## src/rtl/dcache_event_monitor_pkg.sv

```systemverilog
// Shared definitions for the data-cache event monitor.
//   - Event code encodings reported on ev_code_o.
//   - Maximum supported channel count (ev_ch_o is 3 bits wide).
//   - Decoder from an event code to the set of counters it bumps.
package dcache_event_monitor_pkg;

  localparam int MAX_CH    = 8;
  localparam int EV_CODE_W = 3;
  localparam int EV_CH_W   = 3;

  localparam logic [EV_CODE_W-1:0] EV_CODE_NONE       = 3'd0;
  localparam logic [EV_CODE_W-1:0] EV_CODE_RD_HIT     = 3'd1;
  localparam logic [EV_CODE_W-1:0] EV_CODE_WR_HIT     = 3'd2;
  localparam logic [EV_CODE_W-1:0] EV_CODE_RD_MISS    = 3'd3;
  localparam logic [EV_CODE_W-1:0] EV_CODE_WR_MISS    = 3'd4;
  localparam logic [EV_CODE_W-1:0] EV_CODE_RD_MISS_WB = 3'd5;
  localparam logic [EV_CODE_W-1:0] EV_CODE_WR_MISS_WB = 3'd6;

  typedef enum logic [EV_CODE_W-1:0] {
    EV_NONE       = EV_CODE_NONE,
    EV_RD_HIT     = EV_CODE_RD_HIT,
    EV_WR_HIT     = EV_CODE_WR_HIT,
    EV_RD_MISS    = EV_CODE_RD_MISS,
    EV_WR_MISS    = EV_CODE_WR_MISS,
    EV_RD_MISS_WB = EV_CODE_RD_MISS_WB,
    EV_WR_MISS_WB = EV_CODE_WR_MISS_WB
  } ev_code_e;

  // One bit per counter: which counters a given event increments.
  typedef struct packed {
    logic rd_hit;
    logic wr_hit;
    logic rd_miss;
    logic wr_miss;
    logic wb;
  } ev_inc_t;

  function automatic ev_inc_t decode_inc(input ev_code_e code);
    ev_inc_t inc;
    inc         = '0;
    inc.rd_hit  = (code == EV_RD_HIT);
    inc.wr_hit  = (code == EV_WR_HIT);
    inc.rd_miss = (code == EV_RD_MISS) || (code == EV_RD_MISS_WB);
    inc.wr_miss = (code == EV_WR_MISS) || (code == EV_WR_MISS_WB);
    inc.wb      = (code == EV_RD_MISS_WB) || (code == EV_WR_MISS_WB);
    return inc;
  endfunction

endpackage

```

## src/rtl/dcache_event_classifier.sv

```systemverilog
// Per-channel access classifier.
//   Tracks whether the channel is in the middle of a miss (flag) so that the
//   access replayed after the stall is not counted a second time as a hit.
// Ports:
//   clk_i, rst_i     : clock, asynchronous active-high reset
//   stall_i, idle_i  : cache stall and cache-FSM-idle for this channel
//   rd_i, wr_i       : MemRead / MemWrite (write wins)
//   dirty_i          : victim line is dirty (miss needs a writeback)
//   code_o           : combinational event code for the current cycle
module dcache_event_classifier
  import dcache_event_monitor_pkg::*;
(
  input  logic     clk_i,
  input  logic     rst_i,
  input  logic     stall_i,
  input  logic     idle_i,
  input  logic     rd_i,
  input  logic     wr_i,
  input  logic     dirty_i,
  output ev_code_e code_o
);
  logic     flag_q, flag_d;
  ev_code_e code_d;

  always_comb begin
    flag_d = flag_q;
    code_d = EV_NONE;
    if (stall_i) begin
      // A stall seen while the cache FSM is still idle is the first cycle of
      // a miss; later (busy) stall cycles belong to the same miss.
      if (idle_i) begin
        if (wr_i) begin
          code_d = dirty_i ? EV_WR_MISS_WB : EV_WR_MISS;
          flag_d = 1'b1;
        end else if (rd_i) begin
          code_d = dirty_i ? EV_RD_MISS_WB : EV_RD_MISS;
          flag_d = 1'b1;
        end
      end
    end else begin
      flag_d = 1'b0;
      // With the flag set this is the replay of an access already counted.
      if (!flag_q) begin
        if (wr_i) begin
          code_d = EV_WR_HIT;
        end else if (rd_i) begin
          code_d = EV_RD_HIT;
        end
      end
    end
  end

  always_ff @(posedge clk_i or posedge rst_i) begin
    if (rst_i) begin
      flag_q <= 1'b0;
    end else begin
      flag_q <= flag_d;
    end
  end

  assign code_o = code_d;
endmodule

```

## src/rtl/dcache_event_monitor.sv

```systemverilog
// Data-cache event monitor: per-channel hit/miss/writeback counters plus a
// single registered event port reporting the lowest-numbered active channel.
// Ports:
//   clk_i, rst_i            : clock, asynchronous active-high reset
//   stall_i, idle_i, dirty_i: per-channel cache status
//   rd_i, wr_i, addr_i      : per-channel access (channel 0 in the LSBs)
//   clear_i, freeze_i       : counter clear (wins) and counter hold
//   rd_hit_o .. wb_o        : per-channel saturating counters
//   ev_*_o                  : registered event port, ev_drop_o counts losers
module dcache_event_monitor
  import dcache_event_monitor_pkg::*;
#(
  parameter int NUM_CH = 1,
  parameter int CNT_W  = 32,
  parameter int ADDR_W = 32
) (
  input  logic                     clk_i,
  input  logic                     rst_i,
  input  logic [NUM_CH-1:0]        stall_i,
  input  logic [NUM_CH-1:0]        idle_i,
  input  logic [NUM_CH-1:0]        dirty_i,
  input  logic [NUM_CH-1:0]        rd_i,
  input  logic [NUM_CH-1:0]        wr_i,
  input  logic [NUM_CH*ADDR_W-1:0] addr_i,
  input  logic                     clear_i,
  input  logic                     freeze_i,
  output logic [NUM_CH*CNT_W-1:0]  rd_hit_o,
  output logic [NUM_CH*CNT_W-1:0]  wr_hit_o,
  output logic [NUM_CH*CNT_W-1:0]  rd_miss_o,
  output logic [NUM_CH*CNT_W-1:0]  wr_miss_o,
  output logic [NUM_CH*CNT_W-1:0]  wb_o,
  output logic                     ev_valid_o,
  output logic [EV_CODE_W-1:0]     ev_code_o,
  output logic [EV_CH_W-1:0]       ev_ch_o,
  output logic [ADDR_W-1:0]        ev_addr_o,
  output logic [CNT_W-1:0]         ev_drop_o
);
  ev_code_e ch_code [NUM_CH];

  // Clear beats freeze and beats a same-cycle increment; counters stick at
  // all-ones.
  function automatic logic [CNT_W-1:0] cnt_next(input logic [CNT_W-1:0] cur,
                                                input logic inc,
                                                input logic clr,
                                                input logic frz);
    if (clr) return '0;
    if (frz || !inc || (&cur)) return cur;
    return cur + 1'b1;
  endfunction

  genvar gi;
  generate
    for (gi = 0; gi < NUM_CH; gi++) begin : g_ch
      ev_inc_t          inc;
      logic [CNT_W-1:0] rd_hit_q, rd_hit_d, wr_hit_q, wr_hit_d;
      logic [CNT_W-1:0] rd_miss_q, rd_miss_d, wr_miss_q, wr_miss_d;
      logic [CNT_W-1:0] wb_q, wb_d;

      dcache_event_classifier u_cls (
        .clk_i   (clk_i),
        .rst_i   (rst_i),
        .stall_i (stall_i[gi]),
        .idle_i  (idle_i[gi]),
        .rd_i    (rd_i[gi]),
        .wr_i    (wr_i[gi]),
        .dirty_i (dirty_i[gi]),
        .code_o  (ch_code[gi])
      );

      always_comb begin
        inc       = decode_inc(ch_code[gi]);
        rd_hit_d  = cnt_next(rd_hit_q,  inc.rd_hit,  clear_i, freeze_i);
        wr_hit_d  = cnt_next(wr_hit_q,  inc.wr_hit,  clear_i, freeze_i);
        rd_miss_d = cnt_next(rd_miss_q, inc.rd_miss, clear_i, freeze_i);
        wr_miss_d = cnt_next(wr_miss_q, inc.wr_miss, clear_i, freeze_i);
        wb_d      = cnt_next(wb_q,      inc.wb,      clear_i, freeze_i);
      end

      always_ff @(posedge clk_i or posedge rst_i) begin
        if (rst_i) begin
          rd_hit_q  <= '0;
          wr_hit_q  <= '0;
          rd_miss_q <= '0;
          wr_miss_q <= '0;
          wb_q      <= '0;
        end else begin
          rd_hit_q  <= rd_hit_d;
          wr_hit_q  <= wr_hit_d;
          rd_miss_q <= rd_miss_d;
          wr_miss_q <= wr_miss_d;
          wb_q      <= wb_d;
        end
      end

      assign rd_hit_o [gi*CNT_W +: CNT_W] = rd_hit_q;
      assign wr_hit_o [gi*CNT_W +: CNT_W] = wr_hit_q;
      assign rd_miss_o[gi*CNT_W +: CNT_W] = rd_miss_q;
      assign wr_miss_o[gi*CNT_W +: CNT_W] = wr_miss_q;
      assign wb_o     [gi*CNT_W +: CNT_W] = wb_q;
    end
  endgenerate

  logic                 ev_valid_q, ev_valid_d;
  logic [EV_CODE_W-1:0] ev_code_q, ev_code_d;
  logic [EV_CH_W-1:0]   ev_ch_q, ev_ch_d;
  logic [ADDR_W-1:0]    ev_addr_q, ev_addr_d;
  logic [CNT_W-1:0]     ev_drop_q, ev_drop_d;
  logic [3:0]           n_ev;
  logic [CNT_W+3:0]     drop_sum;

  always_comb begin
    ev_valid_d = 1'b0;
    ev_code_d  = EV_CODE_NONE;
    ev_ch_d    = '0;
    ev_addr_d  = '0;
    n_ev       = '0;
    // Walk downwards so the lowest active channel is the last one written.
    for (int c = NUM_CH - 1; c >= 0; c--) begin
      if (ch_code[c] != EV_NONE) begin
        ev_valid_d = 1'b1;
        ev_code_d  = ch_code[c];
        ev_ch_d    = 3'(c);
        ev_addr_d  = addr_i[c*ADDR_W +: ADDR_W];
        n_ev       = n_ev + 4'd1;
      end
    end

    // Every active channel except the reported one is a dropped event.
    drop_sum  = {4'b0, ev_drop_q} + (CNT_W+4)'((n_ev > 4'd1) ? (n_ev - 4'd1) : 4'd0);
    ev_drop_d = ev_drop_q;
    if (clear_i) begin
      ev_drop_d = '0;
    end else if (!freeze_i) begin
      ev_drop_d = (drop_sum[CNT_W+3:CNT_W] != 4'd0) ? {CNT_W{1'b1}} : drop_sum[CNT_W-1:0];
    end
  end

  always_ff @(posedge clk_i or posedge rst_i) begin
    if (rst_i) begin
      ev_valid_q <= 1'b0;
      ev_code_q  <= '0;
      ev_ch_q    <= '0;
      ev_addr_q  <= '0;
      ev_drop_q  <= '0;
    end else begin
      ev_valid_q <= ev_valid_d;
      ev_code_q  <= ev_code_d;
      ev_ch_q    <= ev_ch_d;
      ev_addr_q  <= ev_addr_d;
      ev_drop_q  <= ev_drop_d;
    end
  end

  assign ev_valid_o = ev_valid_q;
  assign ev_code_o  = ev_code_q;
  assign ev_ch_o    = ev_ch_q;
  assign ev_addr_o  = ev_addr_q;
  assign ev_drop_o  = ev_drop_q;
endmodule

```

## config.mk

```make
export PLATFORM = sky130hd
export DESIGN_NAME = dcache_event_monitor
export DESIGN_NICKNAME = d
export VERILOG_FILES = /design/src/rtl/dcache_event_monitor_pkg.sv /design/src/rtl/dcache_event_classifier.sv /design/src/rtl/dcache_event_monitor.sv
export SDC_FILE = /design/constraint.sdc
export NUM_CORES = 1
export LEC_CHECK = 0
export CORE_ASPECT_RATIO = 2
export CORE_MARGIN = 5
export CORE_UTILIZATION = 54
export CTS_CLUSTER_DIAMETER = 100
export CTS_CLUSTER_SIZE = 24
export DETAILED_ROUTE_END_ITERATION = 16
export GPL_TIMING_DRIVEN = 0
export PLACE_DENSITY = 0.87
export REMOVE_ABC_BUFFERS = 1
export SYNTH_ARGS = -nofsm -noshare
export SYNTH_HDL_FRONTEND = slang
export SYNTH_HIERARCHICAL = 1
export SYNTH_SLANG_ARGS = --single-unit
```

## constraint.sdc

```tcl
create_clock -name clk_i -period 10.29 [get_ports clk_i]
set_clock_uncertainty 0.1 [all_clocks]
set_input_delay 2.058 -clock clk_i [delete_from_list [all_inputs] [get_ports clk_i]]
set_output_delay 2.058 -clock clk_i [all_outputs]
set_load 0.05 [all_outputs]
```

==> impl_metrics.tcl <==
set metrics [dict create \
    drt-total-wl_um 29000 \
    ys_seq_elements 197 \
    max_freq_mhz 174 \
    grt_pass1_vias 9607 \
    hp-start "g_ch[0].u_cls/flag_q" \
    worst_setup_path_end_kind "register" \
    finalCoreUtilization_pct 70.3 \
    layout_commonest_cell "clkdlybuf4s50_1" \
    maxCapViolations 0 \
    gp_congestion 0.869 \
    antenna_found_initial 0 \
    rsz0062_at_grt "no" \
    timing.rr.start "g_ch[0].u_cls/flag_q" \
    grt_first_pass_wirelength_um 47300 \
    dieArea_sq_um 22600 \
    netlist_area_sq_um 10600 \
    async_reset_ff_share_pct 100 \
    dpl_cell_area_sq_um 13000 \
    synth-warning-count 6 \
    cts.htree.levels 4 \
    cts_setup_buffers 0 \
    holdBufCountCts 0 \
    start_util_pct 54.8 \
    synth_edf_count 0 \
    syn_to_final_growth_pct 28.4 \
    critPathLaunch "stall_i" \
    tritoncts "yes" \
    min_path_type "reg -> reg" \
    antenna_cells 0 \
    power_density_nw_per_um2 119 \
    antenna_left 0 \
    period_needed_ns 5.73 \
    slew_headroom_pct 12.6 \
    crit_type "in -> reg" \
    viasPerCell 6.07 \
    multi_input_area_sq_um 5180 \
    grt_max_degree 108 \
    first_pass_iters 5 \
    die_h_um 208 \
    seq_area_sq_um 4930 \
    detail_route.iter0.violations 433 \
    clk_latency_ns 0.44 \
    grt_overflow_total 0 \
    rows 72 \
    drc 0 \
    postLayoutCellArea_sq_um 13600 \
    status "finished clean" \
    fin_crit_sh_pct 55.7 \
    cts_made_buffers 17 \
    track_usage_pct 25.7 \
    clockBufferDepth 2 \
    layout_common_cells "clkdlybuf4s50_1, dfrtp_1, a21oi_1" \
    setup_tns_ns 0 \
    postSynthCellCount 1138 \
    syn_avg_cell_area_sq_um 9.28 \
    hpwl_um 20900 \
    clkSinkCount 197 \
    io_buffers 236 \
    setup_viol 0 \
    clk_pin_slew_ns 0.07 \
    vias 9794 \
    finalHoldViolations 0 \
    yosysSeqAreaShare_pct 46.7 \
    worstPathArrival_ns 6.00 \
    ioPinCount 272 \
    power.leakage_nw 5.03 \
    die_w_um 109 \
    synth_cell_types 60 \
    fp.coreArea_sq_um 19300 \
    worst_slew_pin_slew_ns 1.29 \
    cp-start-kind "input port" \
    slew_viol_final 0 \
    n_fill_cell 1428 \
    cts_resized 0 \
    synth_ff_type "dfrtp_1" \
    cts-root-buf "clkbuf_16" \
    vdd_drop_max_mv 0.148 \
    crit_path_max_fanout 10 \
    avgRoutedWirePerCell_um 18.0 \
    fin_nets 1387 \
    crit_required_ns 10.55 \
    drive_gt1_share_pct 5.91 \
]
[kinds of logic (layout without fill, tap and decap cells)]
| kind of cell | Yosys count | count (layout) | synth area share [%] |
|---|---|---|---|
| AO/OA/AOI/OAI | 237 | 237 | 13.1 |
| XOR/XNOR | 29 | 29 | 2.41 |
| adder cells (fa/ha/maj) | 5 | 5 | 0.592 |
| buffers and inverters | 117 | 299 | 5.65 |
| flip-flops | 197 | 197 | 46.7 |
| multiplexers | 27 | 27 | 2.84 |
| other | 1 | 35 | 0.0355 |
| AND/OR/NAND/NOR | 525 | 525 | 28.7 |
[registers in the layout, summed over array words and instances, names as in the netlist]
| register | flops |
|---|---|
| ev_addr_o | 32 |
| rd_hit_o | 32 |
| rd_miss_o | 32 |
| wb_o | 32 |
| wr_hit_o | 32 |
| wr_miss_o | 32 |
| ev_code_o | 3 |
| ev_valid_o | 1 |
| g_ch.u_cls/flag_q | 1 |
[area by class of cell]
type | count | area share (%)
Sequential cell | 197 | 36.4
Clock inverter | 10 | 0.738
Clock buffer | 22 | 3.50
Timing Repair Buffer | 241 | 18.1
Tap cell | 259 | 2.39
Inverter | 26 | 0.775
Multi-Input combinational cell | 858 | 38.2
[through the flow]
step | hold WS (ns) | worst slack, ns | power [mW] | instances
2_1_floorplan | 0.364 | 2.79 | 0.912 | 1081
3_3_place_gp | 0.374 | 0.0820 | 0.979 | 1576
3_5_place_dp | 0.381 | 4.14 | 0.981 | 1581
4_1_cts | 0.397 | 4.61 | 1.63 | 1613
5_1_grt | 0.434 | 4.29 | 1.67 | 1613
6_report | 0.395 | 4.56 | 1.62 | 1613
[critical path: stages]
cell	delay, ns
clkdlybuf4s50_1	0.50
nor2_1	0.16
a21oi_1	0.06
nor3b_1	0.87
nor4b_1	0.99
and4_1	0.44
o311ai_1	0.29
or4_1	0.48
a21oi_1	0.15
[per-layer routing]
| layer | up-vias | global-route usage [%] | wire length (um) | part of all wire (%) |
|---|---|---|---|---|
| li1 | 4573 | - | - | - |
| met1 | 4779 | 27.0 | 10100 | 35 |
| met2 | 358 | 45.6 | 15700 | 54 |
| met3 | 84 | 6.44 | 1890 | 6.5 |
| met4 | 0 | 13.6 | 1350 | 4.7 |
| met5 | - | 0 | 0 | 0 |
[worst paths after layout]
check	slack, ns	depth (start not counted)	to
worst max register to register	6.32	8	rd_hit_o[21]
min in group asynchronous	1.85	2	g_ch[0].u_cls/flag_q
worst min register to register	0.39	1	g_ch[0].u_cls/flag_q
max in group asynchronous	7.02	3	rd_hit_o[5]
worst max-delay path	4.56	9	rd_hit_o[21]
worst min-delay path	0.39	1	g_ch[0].u_cls/flag_q
[synth_stat cells, drive strengths merged (3+ instances only)]
cell type	n	area (sq um)
and4	23	201
nor4b	4	35.0
dfrtp	197	4930
nand4b	3	26.3
xor2	5	43.8
nor2b	53	332
and3	13	81.3
buf	44	317
nor3b	6	50.1
or3	62	393
nand4	53	332
xnor2	24	210
mux2	24	270
nand2b	3	18.8
nand2	59	221
a21oi	104	521
a211oi	7	52.6
mux2i	3	30.0
clkbuf	46	173
or2	5	31.3
and2	6	37.5
ha	5	62.6
o21ai	62	310
inv	25	93.8
nor3	16	90.1
or4	50	378
nor4	23	144
o31ai	43	323
a2111oi	5	43.8
nand3	58	290
nor2	80	300
[where the power goes]
group          internal, mW  leakage (nW)  switching, mW
Combinational        0.0473          2.04          0.127
Sequential            0.787          2.72        0.00509
Clock                 0.354         0.269          0.297
Total                  1.19          5.03          0.429
No activity file was read; power rests on OpenSTA's default activity.
